<file path="src/rtl/ram_out_capture.sv">
// Read-data capture FIFO for the RAM test environment, drained via valid/ready.
// Optional per-entry timestamps are built when RAM_CAP_TS_EN is defined.
module ram_out_capture #(
  parameter int DATA_W = 4,
  parameter int DEPTH  = 8,
  parameter int TS_W   = 16
) (
  input  logic                     clk,
  input  logic                     rst,
  input  logic [DATA_W-1:0]        q_in,
  input  logic                     q_vld,
  output logic [DATA_W-1:0]        out_data,
  output logic [TS_W-1:0]          out_ts,
  output logic                     out_vld,
  input  logic                     out_rdy,
  output logic [$clog2(DEPTH):0]   count,
  output logic                     full,
  output logic                     empty,
  output logic                     ovf,
  output logic [7:0]               drop_cnt,
  input  logic                     clr_ovf
);

  localparam int AW = $clog2(DEPTH);
  localparam int CW = AW + 1;

  logic [DATA_W-1:0] data_mem_q [DEPTH];

  logic [AW-1:0] wr_ptr_q,   wr_ptr_d;
  logic [AW-1:0] rd_ptr_q,   rd_ptr_d;
  logic [CW-1:0] count_q,    count_d;
  logic          full_q,     full_d;
  logic          empty_q,    empty_d;
  logic          ovf_q,      ovf_d;
  logic [7:0]    drop_cnt_q, drop_cnt_d;

  logic push;
  logic pop;
  logic drop;

  // A full FIFO still accepts a sample when the head leaves in the same cycle.
  always_comb begin
    pop  = !empty_q && out_rdy;
    push = q_vld && (!full_q || pop);
    drop = q_vld && full_q && !pop;
  end

  always_comb begin
    wr_ptr_d = wr_ptr_q;
    rd_ptr_d = rd_ptr_q;
    count_d  = count_q;
    if (push) begin
      wr_ptr_d = wr_ptr_q + AW'(1);
    end
    if (pop) begin
      rd_ptr_d = rd_ptr_q + AW'(1);
    end
    if (push && !pop) begin
      count_d = count_q + CW'(1);
    end else if (pop && !push) begin
      count_d = count_q - CW'(1);
    end
    full_d  = (count_d == CW'(DEPTH));
    empty_d = (count_d == '0);
  end

  // A drop coinciding with clr_ovf restarts the tally at one.
  always_comb begin
    ovf_d      = ovf_q;
    drop_cnt_d = drop_cnt_q;
    if (drop) begin
      ovf_d = 1'b1;
      if (clr_ovf) begin
        drop_cnt_d = 8'd1;
      end else if (drop_cnt_q != '1) begin
        drop_cnt_d = drop_cnt_q + 8'd1;
      end
    end else if (clr_ovf) begin
      ovf_d      = 1'b0;
      drop_cnt_d = '0;
    end
  end

  always_ff @(posedge clk) begin
    if (rst) begin
      wr_ptr_q   <= '0;
      rd_ptr_q   <= '0;
      count_q    <= '0;
      full_q     <= 1'b0;
      empty_q    <= 1'b1;
      ovf_q      <= 1'b0;
      drop_cnt_q <= '0;
    end else begin
      wr_ptr_q   <= wr_ptr_d;
      rd_ptr_q   <= rd_ptr_d;
      count_q    <= count_d;
      full_q     <= full_d;
      empty_q    <= empty_d;
      ovf_q      <= ovf_d;
      drop_cnt_q <= drop_cnt_d;
    end
  end

  // Storage is not reset; the head is masked to zero while empty instead.
  always_ff @(posedge clk) begin
    if (!rst && push) begin
      data_mem_q[wr_ptr_q] <= q_in;
    end
  end

`ifdef RAM_CAP_TS_EN
  logic [TS_W-1:0] ts_q, ts_d;
  logic [TS_W-1:0] ts_mem_q [DEPTH];

  always_comb begin
    ts_d = ts_q + TS_W'(1);
  end

  always_ff @(posedge clk) begin
    if (rst) begin
      ts_q <= '0;
    end else begin
      ts_q <= ts_d;
    end
  end

  // Entries carry the counter value that becomes current at their push edge.
  always_ff @(posedge clk) begin
    if (!rst && push) begin
      ts_mem_q[wr_ptr_q] <= ts_d;
    end
  end

  always_comb begin
    out_ts = empty_q ? '0 : ts_mem_q[rd_ptr_q];
  end
`else
  always_comb begin
    out_ts = '0;
  end
`endif

  always_comb begin
    out_data = empty_q ? '0 : data_mem_q[rd_ptr_q];
    out_vld  = !empty_q;
    count    = count_q;
    full     = full_q;
    empty    = empty_q;
    ovf      = ovf_q;
    drop_cnt = drop_cnt_q;
  end

endmodule

</file>
<file path="config.mk">
export PLATFORM = sky130hd
export DESIGN_NAME = ram_out_capture
export DESIGN_NICKNAME = d
export VERILOG_FILES = /design/src/rtl/ram_out_capture.sv
export SDC_FILE = /design/constraint.sdc
export NUM_CORES = 1
export LEC_CHECK = 0
export CAP_MARGIN = 30
export CORE_MARGIN = 2
export CORE_UTILIZATION = 30
export CTS_BUF_LIST = sky130_fd_sc_hd__clkbuf_16
export CTS_CLUSTER_SIZE = 10
export DETAILED_ROUTE_END_ITERATION = 10
export GPL_ROUTABILITY_DRIVEN = 0
export PLACE_DENSITY_LB_ADDON = 0.1
export SETUP_SLACK_MARGIN = 0.02
export SLEW_MARGIN = 0
export SYNTH_ARGS = -nofsm -noshare
export SYNTH_HDL_FRONTEND = slang
export SYNTH_SLANG_ARGS = --single-unit
</file>
<file path="constraint.sdc">
create_clock -name clk -period 3.15 [get_ports clk]
set_input_delay 0.4725 -clock clk [delete_from_list [all_inputs] [get_ports clk]]
set_output_delay 0.4725 -clock clk [all_outputs]
set_load 0.01 [all_outputs]
</file>
**Word-level counts from Yosys, hierarchy flattened**

Memories as Yosys holds them, arrays and structs flattened. A register that Yosys moved wholly into a read port is not among the register bits.
Index checks and enable logic that the tools add are counted.

- Flip-flop bits (word level): 21
- RAM bits: 32
- Memories: 1
- Bits of input ports: 9
- Output and inout bits: 36
- Logic and storage cells: 45

- Equality and inequality tests: 2
- Add/sub/neg operators: 5
- Multiplexer cells: 13
- Reduce and logical (&&, ||, !) cells: 17

Memories:

| name | words | width | rd ports | clocked after memory_dff | write ports | line | source |
|---|---|---|---|---|---|---|---|
| data_mem_q | 8 | 4 | 1 | 1 | 1 | 27 | `logic [DATA_W-1:0] data_mem_q [DEPTH];` |

Operator list:

| kind | count |
|---|---|
| 8-bit two-way mux | 4 |
| 4-bit two-way mux | 3 |
| 8-bit by 1-bit adder with 8-bit output, second input constant | 1 |
| 8-bit != test, second input constant | 1 |
| 1-bit logical AND | 7 |
| 3-bit by 1-bit adder with 3-bit output, second input constant | 2 |
| 3-bit two-way mux | 2 |
| 1-bit zero test | 5 |
| 4-bit by 1-bit adder with 4-bit output, second input constant | 1 |
| 4-bit == test, second input constant | 1 |
| 4-bit zero test | 1 |
| 1-bit two-way mux | 4 |
| 2-bit nonzero test | 2 |
| 4-bit by 1-bit subtractor with 4-bit output, second input constant | 1 |
| 2-bit AND reduction | 1 |
| 1-bit logical OR | 1 |

**Longest topological paths before layout**

Gate-level depths: netlist of the first run.

- Word-level depth: 9
- Mapped depth: 7
- Depth with buffers taken out: 7

**Worst setup path before layout of the first run**

No wires, ideal clock.

- Kind: register -> register
- Start: register empty_q (netlist: empty)
- End: memory data_mem_q[0][0] (enable)
- Buffers on the path: 0
- Cell stages (with the launch flop): 5
- Setup slack: 1270 ps
- Library setup time: 377 ps
- Data required time: 2773 ps
- Period minus slack after synthesis: 1880 ps
- Arrival time: 1503 ps
- Cells stage by stage: dfxtp_1 nand2b_4 a21boi_1 nand2b_1 nor4_1

- Word-level cells in the longest chain between the ends: 7

Ends and longest elaborated chain:

| element | line | source |
|---|---|---|
| start: declaration | 33 | `logic empty_q, empty_d;` |
| start signal: assignment | 98 | `empty_q <= empty_d;` |
| 1-bit zero test | 43 | `pop = !empty_q && out_rdy;` |
| 1-bit logical AND | 43 |  |
| 1-bit logical OR | 44 | `push = q_vld && (!full_q \|\| pop);` |
| 1-bit logical AND | 44 |  |
| 1-bit logical AND | 106 | `if (!rst && push) begin` |
| 1-bit two-way mux | 106 |  |
| 1-bit two-way mux (implied by the code) | 107 | `data_mem_q[wr_ptr_q] <= q_in;` |
| end: declaration | 27 |  |

No other way between the ends.

==> results of run 1 <==
==> synthesized netlist by cell type (2+ instances only) <==
cell / count
mux4_2: 8
nand2_1: 12
inv_1: 4
xor2_1: 3
and3_1: 3
dfxtp_1: 24
clkbuf_1: 5
nor2_1: 28
nor3_1: 5
ha_1: 5
nand2b_1: 4
edfxtp_1: 32
xnor2_1: 7
mux2i_1: 6
nand3_1: 5
nor4_1: 2
a21oi_1: 6
nor2b_1: 2
or3_1: 2
nand4_1: 2
o21ai_0: 3
buf_4: 16
nand3_2: 2
==> layer usage <==
metal / GRT usage (%) / wire length, µm / up-vias / share of wire (%)
met1: 16.2 / 2360 / 722 / 51
met4: 3.62 / 42 / 0 / 0.91
met3: 2.69 / 156 / 2 / 3.4
li1: - / - / 765 / -
met5: 0 / 0 / - / 0
met2: 17.1 / 2060 / 34 / 45
==> area by class of cell <==
cell class	count	share of cell area, %
clock buffer	5	4.17
tap	105	4.38
sequential	56	48.0
inverter	4	0.500
clock inverter	3	0.834
timing repair buffer	32	10.3
multi-input combinational	138	31.8
==> cell families after synthesis <==
logic type                 Yosys count
muxes                               14
adders and majority gates            5
buffers and inverters               26
xor gates and xnor gates            10
AOI/OAI and AO/OA                   16
other                                1
DFF                                 56
and+or+nand+nor                     77
==> stage by stage <==
step                cells  area (µm²)  util [%]  power (µW)
global route          343        3000      36.9        1880
global placement      335        2850      35.1        1240
CTS                   343        3000      36.9        1810
floorplan             220        2550         -        1100
finish                343        3000      36.9        1780
detailed placement    335        2850      35.1        1240
==> flip-flops by register name, indices dropped and copies added (netlist names), named ones only <==
| register | count |
|---|---|
| empty | 1 |
| full | 1 |
| data_mem_q | 32 |
| wr_ptr_q | 3 |
| drop_cnt | 8 |
| rd_ptr_q | 3 |
| count | 4 |
| ovf | 1 |
==> report_power, final <==
group	internal (µW)	switching (µW)	leakage, µW	total [µW]
sequential	810	65.6	0.000484	876
combinational	190	151	0.000485	341
clock	301	258	0.0000708	559
==> worst max-delay path, stage by stage (launching register included) <==
cell	delay [ps]
dfxtp_1	680
mux4_2	580
mux2i_1	140
nor2_1	50
clkdlybuf4s50_1	480
==> worst max path at each step <==
stage          start               end  slack (ps)  depth (start not counted)
2_1_floorplan  empty  data_mem_q[0][0]        1270                          4
3_3_place_gp   q_vld  data_mem_q[3][1]         650                          4
3_5_place_dp   q_vld  data_mem_q[0][3]         630                          5
4_1_cts         flop       out_data[1]         390                          4
5_1_grt         flop       out_data[0]         250                          4
6_report        flop       out_data[3]         450                          4
==> flow_metrics.tcl, run 1 <==
set metrics [dict create \
    status "completed" \
    dp_hpwl_um 3370 \
    hold_path.class "flop to flop" \
    synth_seq_area_share_pct 57.7 \
    clk_pin_slew_ps 80 \
    first_global_vias 1508 \
    fillerInstances 814 \
    r2r_start "empty" \
    cts_hold_buf 0 \
    ios 45 \
    rsz0062_at_grt "no" \
    cp-end-kind "primary output" \
    antenna_found_initial 0 \
    multi_input_area_um2 953 \
    clock_path_buffers 2 \
    finalCritPeriodShare_pct 85.7 \
    r2r.worst_path.cells 5 \
    hold_depth 2 \
    async_flop_share_pct 0 \
    crit_type "flop to primary output" \
    die_area_um2 9070 \
    cts_resized 0 \
    worst_slew_pin_slew_ps 556 \
    synth-simple-area-share_pct 16.2 \
    startpoint_type "flop" \
    totalWireLength_um 4620 \
    cts-root-buf "clkbuf_16" \
    antenna_cells 0 \
    cp_max_fo 8 \
    max_freq_ghz 0.371 \
    ys_ff_latch 56 \
    synth_top_family_by_area "simple AND/OR/NAND/NOR gates" \
    synth-main-ff-cell "edfxtp_1" \
    layout_common_cells "32 x edfxtp_1, 28 x nor2_1, 28 x clkdlybuf4s50_1" \
    worst_slack_ps 451 \
    synthAdderAreaFrac_pct 2.51 \
    syn_area_um2 2500 \
    clock_sinks 56 \
    place_ws_ps 635 \
    p_leak_uw 0.00104 \
    synth.top_cell.area_share_pct 38.5 \
    dr.pass1.iters 4 \
    synth_top_cells_by_area "edfxtp_1 38%, dfxtp_1 19%, mux4_2 7.2%" \
    netlist_instances 205 \
    wl_per_cell_um 13.5 \
    h-tree-depth 2 \
    grt_pass1_wl_um 7710 \
    avgSynthCellArea_um2 12.2 \
    timing.hold.worst_endpoint "ovf" \
    drt-initial-drc-count 84 \
    synth-xor-area-share_pct 3.51 \
    finalSetupViolCount 0 \
    layout_commonest_cell "edfxtp_1" \
    hold_ws_ps 473 \
    crit_arrival_ps 2230 \
    drive_above_1_share_pct 10.5 \
    power_per_cell_area_nw_per_um2 592 \
    core_area_um2 8130 \
    drv_slew 0 \
    synth_cell_types 42 \
    rows 33 \
    clock_latency_ps 290 \
    ir_drop_v 0.000245 \
    holdCritStartpoint "ovf" \
    ff2ff_setup_slack_ps 1220 \
    setup-tns-final_ps 0 \
    nNetsFinal 251 \
    yosys.area.top_type "edfxtp_1" \
    initial_core_util_pct 30.7 \
    synth-compound-area-share_pct 3.91 \
    max-slew-margin-rel_pct 62.9 \
    io_buffers 28 \
    skew_ps 4.37 \
    fin_crit_ps 2700 \
    crit_required_ps 2680 \
    hold_viol_final 0 \
    die_h_um 95.2 \
    grtUsageTotal_pct 11.4 \
    overflow 0 \
    synthMuxAreaShare_pct 9.62 \
    cap_violations 0 \
    vias_per_cell 4.44 \
    grt_max_degree 20 \
    regArea_um2 1440 \
    final_antenna_net_count 0 \
    post_cts_buffers 0 \
    synth_warnings 0 \
    area_delta_synth_final_pct 20.2 \
    reg2reg_to "data_mem_q[0][0]" \
    drc 0 \
    synth_edf_count 32 \
    cts_tree "done" \
    vias 1523 \
    dieWidth_um 95.2 \
    numCtsBuffers 5 \
]
Power figures use the tool's default switching activity.
==> inputs of run 2 (changes only) <==
--- a/config.mk
+++ b/config.mk
@@ -12,6 +12,7 @@
 export CTS_CLUSTER_SIZE = 10
 export DETAILED_ROUTE_END_ITERATION = 10
 export GPL_ROUTABILITY_DRIVEN = 0
+export HOLD_SLACK_MARGIN = 0.02
 export PLACE_DENSITY_LB_ADDON = 0.1
 export SETUP_SLACK_MARGIN = 0.02
 export SLEW_MARGIN = 0
==> results of run 2 <==
Same layout as run 1: the final DEF is identical, and so are final timing and power.
==> RTL edit: new RTL, config.mk and constraints of run 1 <==
Change the parameter `TS_W` from 16 to 32.
--- a/src/rtl/ram_out_capture.sv
+++ b/src/rtl/ram_out_capture.sv
@@ -3,7 +3,7 @@
 module ram_out_capture #(
   parameter int DATA_W = 4,
   parameter int DEPTH  = 8,
-  parameter int TS_W   = 16
+  parameter int TS_W   = 32
 ) (
   input  logic                     clk,
   input  logic                     rst,
Interface: changed (resized out_ts); port bits go from 45 to 61. No check against the original RTL was run, so the function may have changed too.
==> RTL edit against run 1 <==
Clock skew rose by 1.6 ps; setup slack worse by 42 ps; design area up 2.2%; global-route usage fell by 0.80 points; sequential cell count did not move; routed wire length is 7.0% higher; power grew 0.80%; area after synthesis up 4.8%; critical path type unchanged; critical endpoint is now out_data[1]; highest routed layer unchanged.
==> RTL edit: results (changes against run 1) <==
| Metric | Value |
|---|---|
| Multi-input gate share of total cell area | 33.0% (was 31.8%) |
| Buffering overhead | 10.1% (was 10.3%) |
| Post-synth top cells | 32 x buf_4, 32 x edfxtp_1, 28 x nor2_1 (was 32 x edfxtp_1, 28 x nor2_1, 24 x dfxtp_1) |
| Area Growth Syn to Fin | 17.2% (was 20.2%) |
| FF-to-FF End | data_mem_q[2][3] (was data_mem_q[0][0]) |
| Max VDD drop | 0.213 mV (was 0.245 mV) |
| Layout cells sized above 1 | 9.84% (was 10.5%) |
| Mean Syn Cell Area | 11.8 sq um (was 12.2 sq um) |
| Hold depth | 2 (unchanged) |
| Vias | 1587 (was 1523) |
| Worst-Margin Slew | 551 ps (was 556 ps) |
| Fillers | 856 (was 814) |
| Met2 WL post-DR | 2290 um (was 2060 um) |
| Post-synth ARST share | 0% (unchanged) |
| Pwr dens | 583 nW/um^2 (was 592 nW/um^2) |
| Area fraction in compound gates after synthesis | 3.73% (was 3.91%) |
| Slowest cell on crit path | dfxtp_1 (unchanged) |
| Biggest cell delay along the critical path | 660 ps (was 680 ps) |
| Global routing usage on met3 | 2.45% (was 2.69%) |
| Wirelength per Cell | 13.6 um (was 13.5 um) |
| Routed WL | 4940 um (was 4620 um) |
| Post-synthesis mux area share | 9.18% (was 9.62%) |
| Met3 WL | 202 um (was 156 um) |
| M1 WL | 2400 um (was 2360 um) |
| Post-synthesis adder-cell area fraction | 2.39% (was 2.51%) |
| #MultiIn Comb | 154 (was 138) |
| Outcome | completed (unchanged) |
| First-pass GRT wire length | 7870 um (was 7710 um) |
| R2R Setup Slk | 1130 ps (was 1220 ps) |
| LEAKAGE | 1.09 nW (was 1.04 nW) |
| WP data arrival | 2270 ps (was 2230 ps) |
| HPWL Detailed | 3550 um (was 3370 um) |
| Hold WS | 478 ps (was 473 ps) |
| Max reg flops | 32 (unchanged) |
| Dpl cell area | 2920 sq um (was 2850 sq um) |
| Sequential-to-total area share from yosys stat | 55.1% (was 57.7%) |
| Xor-xnor portion of the synthesized cell area | 3.35% (was 3.51%) |
| Clock Skews | 5.94 ps (was 4.37 ps) |
| Total GRT Usage | 10.6% (was 11.4%) |
| GR Util met1 | 14.3% (was 16.2%) |
| Vias in the first global route | 1511 (was 1508) |
| Placed cells | 354 (was 335) |
| Drt initial violations | 48 (was 84) |
RTL edit: stage by stage:
step / util (%) / setup WS [ps]
after detailed placement: 33.9 / 648
after global routing: 35.7 / 267
after CTS: 35.7 / 328
after floorplan: - / 1270
final: 35.7 / 409
after global placement: 33.9 / 648
RTL edit: worst max path at each step:
stage | startpoint | endpoint | cells past startpoint | slack (ps)
finish | flip-flop | out_data[1] | 4 | 410
global route | flip-flop | out_data[1] | 4 | 270
CTS | flip-flop | out_data[1] | 4 | 330
detailed placement | flip-flop | out_data[1] | 4 | 650
global placement | flip-flop | out_data[1] | 4 | 650
floorplan | empty | data_mem_q[0][0] | 4 | 1270
RTL edit: power by group:
part	internal [mW]	total, mW	leakage, nW	switching, mW
clock network	0.302	0.564	0.0719	0.262
logic	0.187	0.348	0.536	0.160
registers	0.810	0.879	0.484	0.0686
